### config.mk
export PLATFORM = sky130hd
export DESIGN_NAME = ode_step_scheduler
export DESIGN_NICKNAME = d
export VERILOG_FILES = /design/src/rtl/ode_step_scheduler.sv
export SDC_FILE = /design/constraint.sdc
export NUM_CORES = 1
export LEC_CHECK = 0
export BUFFER_PORTS_ARGS = -buffer_cell sky130_fd_sc_hd__buf_2
export CORE_UTILIZATION = 45
export CTS_CLUSTER_DIAMETER = 50
export DETAILED_ROUTE_END_ITERATION = 10
export PLACE_DENSITY = 0.69
export SYNTH_ARGS = -nofsm -noshare
export SYNTH_HDL_FRONTEND = slang
export SYNTH_SLANG_ARGS = --single-unit
### constraint.sdc
create_clock -name clk -period 3.98 [get_ports clk]
set_clock_uncertainty 0.05 [all_clocks]
set_input_delay 0.796 -clock clk [delete_from_list [all_inputs] [get_ports clk]]
set_output_delay 0.796 -clock clk [all_outputs]
set_load 0.005 [all_outputs]
### src/rtl/ode_step_scheduler.sv
// Sequences N explicit-Euler steps through an external fixed-latency ODE core,
// handing each step's result out on a valid/ready port and advancing time.
module ode_step_scheduler #(
  parameter int CORE_LAT = 64,
  parameter int STEPS_W  = 8
) (
  input  logic               clk,
  input  logic               rst,
  input  logic               start,
  input  logic [STEPS_W-1:0] num_steps,
  input  logic [15:0]        h_in,
  input  logic [15:0]        t0_in,
  output logic               core_enable,
  output logic [15:0]        core_h,
  input  logic [15:0]        core_xnext,
  input  logic               core_error,
  output logic               out_valid,
  input  logic               out_ready,
  output logic [15:0]        out_x,
  output logic [15:0]        out_t,
  output logic [STEPS_W-1:0] out_step,
  output logic               busy,
  output logic               done,
  output logic               err_abort
);

  localparam logic [2:0] S_IDLE   = 3'd0;
  localparam logic [2:0] S_LAUNCH = 3'd1;
  localparam logic [2:0] S_WAIT   = 3'd2;
  localparam logic [2:0] S_EMIT   = 3'd3;
  localparam logic [2:0] S_FINISH = 3'd4;

  localparam logic [7:0] LAT_M1 = 8'(CORE_LAT - 1);

  logic [2:0]         state;
  logic [7:0]         cnt;
  logic [STEPS_W-1:0] n_steps;
  logic [STEPS_W-1:0] step;
  logic [STEPS_W-1:0] step_inc;
  logic [15:0]        t;
  logic [15:0]        h;
  logic               err_cap;
  logic               ovf_cap;
  logic [16:0]        sum;
  logic               t_ovf;
  logic [15:0]        t_sat;

  // Sign-extended add; overflow shows up as disagreement of the top two bits.
  always_comb begin
    sum   = {t[15], t} + {h[15], h};
    t_ovf = sum[16] ^ sum[15];
    t_sat = sum[15:0];
    if (t_ovf) t_sat = sum[16] ? 16'h8000 : 16'h7FFF;
  end

  assign step_inc    = step + STEPS_W'(1);
  assign core_h      = h;
  assign core_enable = (state == S_LAUNCH);
  assign out_valid   = (state == S_EMIT);
  assign busy        = (state != S_IDLE);
  assign done        = (state == S_FINISH);

  always_ff @(posedge clk or posedge rst) begin
    if (rst) begin
      state     <= S_IDLE;
      cnt       <= '0;
      n_steps   <= '0;
      step      <= '0;
      t         <= '0;
      h         <= '0;
      err_cap   <= 1'b0;
      ovf_cap   <= 1'b0;
      out_x     <= '0;
      out_t     <= '0;
      out_step  <= '0;
      err_abort <= 1'b0;
    end else begin
      unique case (state)
        S_IDLE: begin
          if (start) begin
            err_abort <= 1'b0;
            if (num_steps != '0) begin
              n_steps <= num_steps;
              h       <= h_in;
              t       <= t0_in;
              step    <= '0;
              state   <= S_LAUNCH;
            end else begin
              state <= S_FINISH;
            end
          end
        end
        S_LAUNCH: begin
          cnt   <= LAT_M1;
          state <= S_WAIT;
        end
        S_WAIT: begin
          if (cnt == 8'd0) begin
            out_x    <= core_xnext;
            err_cap  <= core_error;
            ovf_cap  <= t_ovf;
            out_t    <= t_sat;
            out_step <= step_inc;
            state    <= S_EMIT;
          end else begin
            cnt <= cnt - 8'd1;
          end
        end
        S_EMIT: begin
          if (out_ready) begin
            t    <= out_t;
            step <= step_inc;
            if (err_cap || ovf_cap) begin
              err_abort <= 1'b1;
              state     <= S_FINISH;
            end else if (step_inc == n_steps) begin
              state <= S_FINISH;
            end else begin
              state <= S_LAUNCH;
            end
          end
        end
        S_FINISH: state <= S_IDLE;
        default:  state <= S_IDLE;
      endcase
    end
  end

endmodule

==> results summary, run 1 <==
The final weighted congestion in routability-driven placement came out at 0.828. The number of nets in the synthesized netlist is 631. The initial antenna violation count is 0. The clock root buffer is clkbuf_16. The number of standard cells in the layout, taps in and fillers out is 812. The post-detailed-placement half-perimeter wirelength came out at 8710 um.

By count the netlist is led by nand2_1 (115), dfrtp_1 (102), nor2_1 (58). The layout overhead on the synthesized area is 19.5%. TritonCTS built the clock tree. The average footprint of a synthesized cell is 9.51 um^2.

The net count of the finished layout is 744. Counting flops with a built-in enable in the synthesized netlist gives 0. The number of max-capacitance violations reported is 0. The relative slew slack is 32.2%. Entering global routing, the biggest net connects 82 pins. The critical path goes through ha_1 > fa_1 > a211oi_1 > nor3_1 > o21a_1 > o21ai_0 > a21oi_1 > buf_4 > a21oi_4 > a21oi_1. In this run the remaining antenna-violating nets after routing total 0. The run finished with clean final reports. The filler cell count in the final layout is 1039.

The first TritonRoute pass finished after 4 iterations. The portion of the clock cycle consumed by the worst path in the final layout is 78.1%. For this block, the routed nets add up to 12200 um of wire. The number of synthesized register bits came out at 102. Yosys instantiated no cell more often than nand2_1.

The transition time of the tightest slew-check pin came out at 1020 ps. For the worst-skew pair, the clock arrives at the later sink with an insertion delay of 350 ps. In this design, the largest share of critical-path delay is due to compound AO/OA/AOI/OAI gates. Once the floorplan was initialized, standard cells occupied 46.1% of the core. The maximum fanout count along the critical path came out at 20.

The share of the synthesized area in the top cell type is 48.7%. The number of distinct library cells after synthesis is 53. The hold buffer count at CTS is 0. The routed via count divided by cell count came out at 5.30. The post-synthesis async set-or-reset flop share is 100%. The min-delay analysis places its worst path in the category flop to flop. After clock tree synthesis, the setup repair step added 0 buffers. The maximum resistive drop on vdd came out at 0.000374 V. The sequential cells in the finished layout cover a total of 0.00255 mm^2. The capturing element type of the critical path is a flop. The most common flop cell mapped by yosys is dfrtp_1. Power spread over the standard cell area amounts to 922 mW/mm^2.

The critical path's slowest cell is fa_1. The setup TNS came out at 0 ps. The tree built by TritonCTS fans out to 102 sinks. The Yosys warning count is 0. The required time of the worst setup path is 4140 ps. The total placed cells including tap cells came out at 796. The detailed router finished its first iteration with 154 violations. By startpoint and endpoint, the worst setup path is classified as flop to flop.

The die covers 0.0121 mm^2. The worst setup path is launched from a flop. The core region area came out at 0.0114 mm^2. In this run the static leakage power is 0.00291 uW.

The number of buffers created by CTS came out at 9. The cell that appears most often on the critical path is a21oi_1. The number of hold violations in the final report is 0. The fmax came out at 0.322 GHz. The time the worst path needs with I/O delays and setup came out at 3110 ps. The residual overflow from global routing is 0.

The count of buffers added on input and output ports is 121. The maximum number of buffers from clock root to sink is 2. Setup repair after global routing left no endpoint under its margin.

The library cell with the largest summed area after synthesis is dfrtp_1. The max-slew violation total from the final report is 0. Setup violations remaining at the end of the flow were counted as 0. After floorplanning, the core was divided into 39 placement rows. 0 antenna diodes ended up in the layout. The portion of the post-synthesis area used by sequential elements came out at 48.7%. The vertical die dimension came out at 110 um. The global-route wire length before repair came out at 19600 um.

The floorplan step set the die width to 110 um. The count of buffer and inverter cells on the critical path came out at 1. The via count of the first global-routing pass came out at 4030. The largest single stage delay on the critical path is 430 ps. The gate count after technology mapping came out at 551.

The share of post-route cells with drive strength above 1 came out at 28.6%. The total of cells resized after clock tree synthesis came out at 0. The signal arrival time at the worst endpoint is 3260 ps.

Clock-pin slew was measured on the worst setup and hold paths at 80 ps. The area of the mapped netlist is 0.00524 mm^2. The number of H-tree levels is 3. 122 I/O pins were placed. The global router's overall resource usage is 21.1%. By area the synthesized netlist is led by dfrtp_1 (49%), nand2_1 (8.2%), mux2_2 (5.2%). The via count came out at 4300.

The final routed DRC violation total came out at 0. The combined area of the multi-input logic cells is 0.00253 mm^2. The per-cell routed wire length came out at 15.0 um.
registers in the layout (all words and copies together) (netlist names):
signal / flops
n_steps: 8
cnt: 8
ovf_cap: 1
t: 16
out_x: 16
core_h: 16
state: 3
out_t: 16
err_abort: 1
out_step: 8
step: 8
err_cap: 1
power breakdown:
group	switching (uW)	internal (uW)
combinational	1810	1320
clock	426	504
sequential	309	1420
per-layer routing:
layer | global-route usage, % | wire length (um) | vias to the layer above
met5 | 0 | 0 | -
met4 | 7.52 | 196 | 0
met3 | 4.03 | 672 | 15
met2 | 33.5 | 5680 | 113
met1 | 28.7 | 5610 | 2057
li1 | - | - | 2115
worst min-delay path: stages (launching register included):
cell and delay (ps):
dfrtp_1 340, nand2_1 50, nand2_1 60
cell type report:
type,instances,share of cell area (%)
Inverter,15,0.939
Sequential cell,102,40.7
Multi-Input combinational cell,411,40.3
Clock inverter,7,1.38
Timing Repair Buffer,125,10.1
Clock buffer,9,3.59
Tap cell,143,2.86
metrics by stage:
| step | worst slack, ps | instance area (um^2) | util (%) | total power, uW | hold slack (ps) |
|---|---|---|---|---|---|
| finish | 872 | 6260 | 55.1 | 5780 | 426 |
| global route | 610 | 6260 | 55.1 | 6240 | 447 |
| CTS | 861 | 6260 | 55.1 | 5810 | 435 |
| detailed placement | 924 | 5950 | 52.4 | 4850 | 407 |
| global placement | 1030 | 5950 | 52.4 | 4760 | 405 |
| floorplan | 459 | 5240 | - | 4110 | 420 |
cells by family after synthesis:
family	count (synthesis)	share of synthesized area, %
buf+inv	38	3.32
xor+xnor	34	5.68
simple gates	206	16.2
mux	25	5.58
flops	102	48.7
fa+ha+maj	19	4.68
compound gates	127	15.8
layout by cell type, fill, tap and decap left out, types with 11 or more instances in the layout:
master,n
o21ai_0,23
a21oi_2,11
mux2_2,24
o21ai_1,12
xor2_1,18
a31oi_1,18
dfrtp_1,102
ha_1,18
inv_1,13
a21oi_1,31
xnor2_1,16
buf_2,121
nand2_1,115
nor2_1,57
path summary, 6_finish.rpt:
check / slack (ps) / startpoint / endpoint / cells past startpoint
setup / recovery: 870 / core_h[0]$_DFFE_PP0P_ / out_t[2]$_DFFE_PP0P_ / 10
hold / removal: 430 / out_x[15]$_DFFE_PP0P_ / out_x[15]$_DFFE_PP0P_ / 2
setup reg to reg: 870 / core_h[0]$_DFFE_PP0P_ / out_t[2]$_DFFE_PP0P_ / 10
hold reg to reg: 430 / out_x[15]$_DFFE_PP0P_ / out_x[15]$_DFFE_PP0P_ / 2
max in group asynchronous: 2360 / rst / n_steps[0]$_DFFE_PP0P_ / 3
min in group asynchronous: 560 / rst / core_h[2]$_DFFE_PP0P_ / 2
No activity file was read; power rests on OpenSTA's default activity.
==> run 2, diff against run 1 <==
PLACE_DENSITY = 0.71   (was 0.69)
clock period = 2.5 ns   (was 3.98 ns; I/O delays follow)
==> run 2 against run 1 <==
  * Largest cell class is now multi-input combinational cells
  * Final area grew 5.9%
  * Critical endpoint is now out_t[14]$_DFFE_PP0P_
  * Utilization rose by 3.3 points
  * Clock power increased by 63%
  * Clock-buffer cell count unchanged
  * Critical path type unchanged
  * Cell count is 3.2% higher
  * Wire length is 2.3% higher
==> results summary, run 2 (synthesis results as in run 1) <==
The run finished with clean final reports. The core region area is 0.0114 mm^2 (unchanged). The post-detailed-placement half-perimeter wirelength is 8900 um (+2.1%). The fmax came out at 0.412 GHz (+28%).

The width of the die is 110 um (unchanged). The worst setup path is captured at a flop. The maximum number of buffers from clock root to sink is 2 (unchanged). The power density over the cells came out at 1560 mW/mm^2 (+70%). The tightest min-delay check is of the primary input to async pin type.

The final weighted congestion in routability-driven placement was 0.802 (-3.1%). The capture instance of the worst register-to-register path is out_t[14]$_DFFE_PP0P_. The global router's overall resource usage is 21.7% (+0.63 points). The critical path goes through ha_4 > a211oi_4 > o21ai_2 > a211oi_4 > a2bb2oi_4 > mux2i_4 > buf_4 > o21ai_0 > a21oi_1.

The number of buffers created by CTS is 9 (unchanged). The clock slew seen by the registers of the worst setup and hold paths is 70 ps (about the same). The number of max-capacitance violations reported came to 0 (unchanged).

The final setup violation count is 0 (unchanged). The number of hold violations in the final report came to 0 (unchanged). The via count came out at 4428 (+3.0%). The combined area of the multi-input logic cells is 0.00260 mm^2 (+3.0%). The routed via count divided by cell count is 5.28 (-0.22%). The relative slew slack is 62.2% (+30 points). The number of cell rows came out at 39 (unchanged). The share of post-route cells with drive strength above 1 is 33.4% (+4.8 points). The number of nets with antenna violations after routing is 0 (unchanged). The via count of the first global-routing pass is 4201 (+4.2%). The number of antenna repair diodes came out at 0 (unchanged). The layout overhead on the synthesized area is 26.6%. The final routed wirelength across all metal layers came out at 12400 um (+2.3%).

The filler cell count in the final layout is 974 (-6.3%). The vertical die dimension came out at 110 um (unchanged). The overall die area is 0.0121 mm^2 (unchanged).

The time the worst path needs with I/O delays and setup was 2430 ps (-679 ps). The setup TNS is 0 ps (unchanged). The slowest stage of the critical path is the dfrtp_2 cell. The number of placed I/O pins is 122 (unchanged).

The leading cell type in the layout, fill and taps excluded is buf_2. The initial antenna violation count is 0 (unchanged). The most frequent cell on the critical path is a211oi_4.

The pin count of the biggest net entering global routing was 103 (+26%). The number of H-tree levels is 3 (unchanged). The iteration count of the initial detailed-routing pass came out at 4 (unchanged). The maximum fanout count along the critical path was 4 (-80%). The maximum resistive drop on vdd is 0.000903 V (+140%). The worst-case setup margin in the final layout came out at 71.3 ps (-801 ps).

The effective utilization at floorplan came out at 46.1% (unchanged). The global-route wire length before repair is 20200 um (+3.0%). The total chip power came out at 10400 uW (+80%). The max-slew violation total from the final report is 0 (unchanged).

The transition time of the tightest slew-check pin was 567 ps (-449 ps). The required time of the worst setup path was 2730 ps (-1410 ps). The portion of the clock cycle consumed by the worst path in the final layout is 97.1% (+19 points). The cell count of the worst reg-to-reg path is 9 (-1). The sink count of the clock tree came to 102 (unchanged). STA classifies the critical path startpoint as a flop.

The total area of sequential cells came out at 0.00255 mm^2 (about the same). The worst register-to-register path begins at t[1]$_DFFE_PP0P_. The biggest cell delay along the critical path is 450 ps (+20 ps).

The number of input and output port buffers inserted is 121 (unchanged). The share of the core filled with cells in the final layout is 58.4% (+3.3 points). The clock root buffer is clkbuf_16. The number of standard cells in the layout, taps in and fillers out came out at 838 (+3.2%). The reg-to-reg setup timing slack is 70 ps (-800 ps). The layout net count was 770 (+3.5%).

The critical path class is flop to flop. The pre-CTS setup slack is -96.0 ps (-1020 ps). The per-cell routed wire length is 14.8 um (-0.86%). The signal arrival time at the worst endpoint is 2660 ps (-600 ps). Setup repair after global routing could not meet its margin everywhere.

The total placed cells including tap cells came out at 818 (+2.8%). The clock latency of the later-clocked register in the worst-skew pair came out at 350 ps (about the same). In the layout the commonest cells are buf_2 (121), nand2_1 (115), dfrtp_1 (100). The standby leakage power came to 0.00308 uW (+5.7%). The final routed DRC violation total is 0 (unchanged). TritonCTS built the clock tree.

The residual overflow from global routing came out at 0 (unchanged). The number of DRC markers after the initial detailed-route iteration came out at 190 (+23%).
## run 2: changes by cell type in the layout (fill, tap and decap cells not counted), moves of 3 or more
cell / delta
buf_4: +18
buf_12: +5
o21ai_0: -4
a21oi_1: -3
a21oi_2: +3
ha_1: -3
o21ai_2: +3
## run 2: per-layer routing
| layer | GRT usage, % | wire [um] | vias to the layer above |
|---|---|---|---|
| li1 | - | - | 2166 |
| met1 | 29.9 | 5770 | 2139 |
| met2 | 34.3 | 5840 | 107 |
| met3 | 3.38 | 613 | 16 |
| met4 | 8.38 | 215 | 0 |
| met5 | 0 | 0 | - |
## run 2: worst max path at each step
stage	start	endpoint	slack (ps)	depth (start not counted)
after floorplan	core_h[0]$_DFFE_PP0P_	out_t[4]$_DFFE_PP0P_	8	11
after global placement	core_h[0]$_DFFE_PP0P_	out_t[4]$_DFFE_PP0P_	-30	10
after detailed placement	core_h[0]$_DFFE_PP0P_	out_t[11]$_DFFE_PP0P_	-100	10
after CTS	core_h[1]$_DFFE_PP0P_	ovf_cap$_DFFE_PP0P_	4	9
after global routing	t[1]$_DFFE_PP0P_	ovf_cap$_DFFE_PP0P_	-30	9
final	t[1]$_DFFE_PP0P_	out_t[14]$_DFFE_PP0P_	70	9
## run 2: cell type report
type	instances	share of cell area, %
Clock inverter	7	1.45
Clock buffer	9	3.39
Sequential cell	102	38.5
Tap cell	143	2.70
Multi-Input combinational cell	411	39.2
Timing Repair Buffer	151	13.8
Inverter	15	0.905
## run 2: timing repair
action,in CTS,in global routing
pin swaps,1,6
hold buffers,0,0
buffers inserted,2,1
endpoints found under the setup margin,16,16
resized for setup,7,15
gates cloned,0,1
## run 2: worst max-delay path: cells and delay by family, from the launching register on
kind            cells  cell delay [ps]
compound gates      6             1050
flops               1              450
buf+inv             1              200
fa+ha+maj           1              260
mux                 1              340
## run 2: power by group
group / internal [uW] / switching (uW) / total (uW)
logic: 2900 / 3220 / 6120
registers: 2260 / 478 / 2740
clock network: 883 / 639 / 1520
## run 2: metrics by stage
| stage | area [um^2] | hold slack, ps |
|---|---|---|
| after floorplan | 5250 | 420 |
| after global placement | 6190 | 405 |
| after detailed placement | 6190 | 408 |
| after CTS | 6540 | 278 |
| after global routing | 6640 | 296 |
| final | 6640 | 251 |
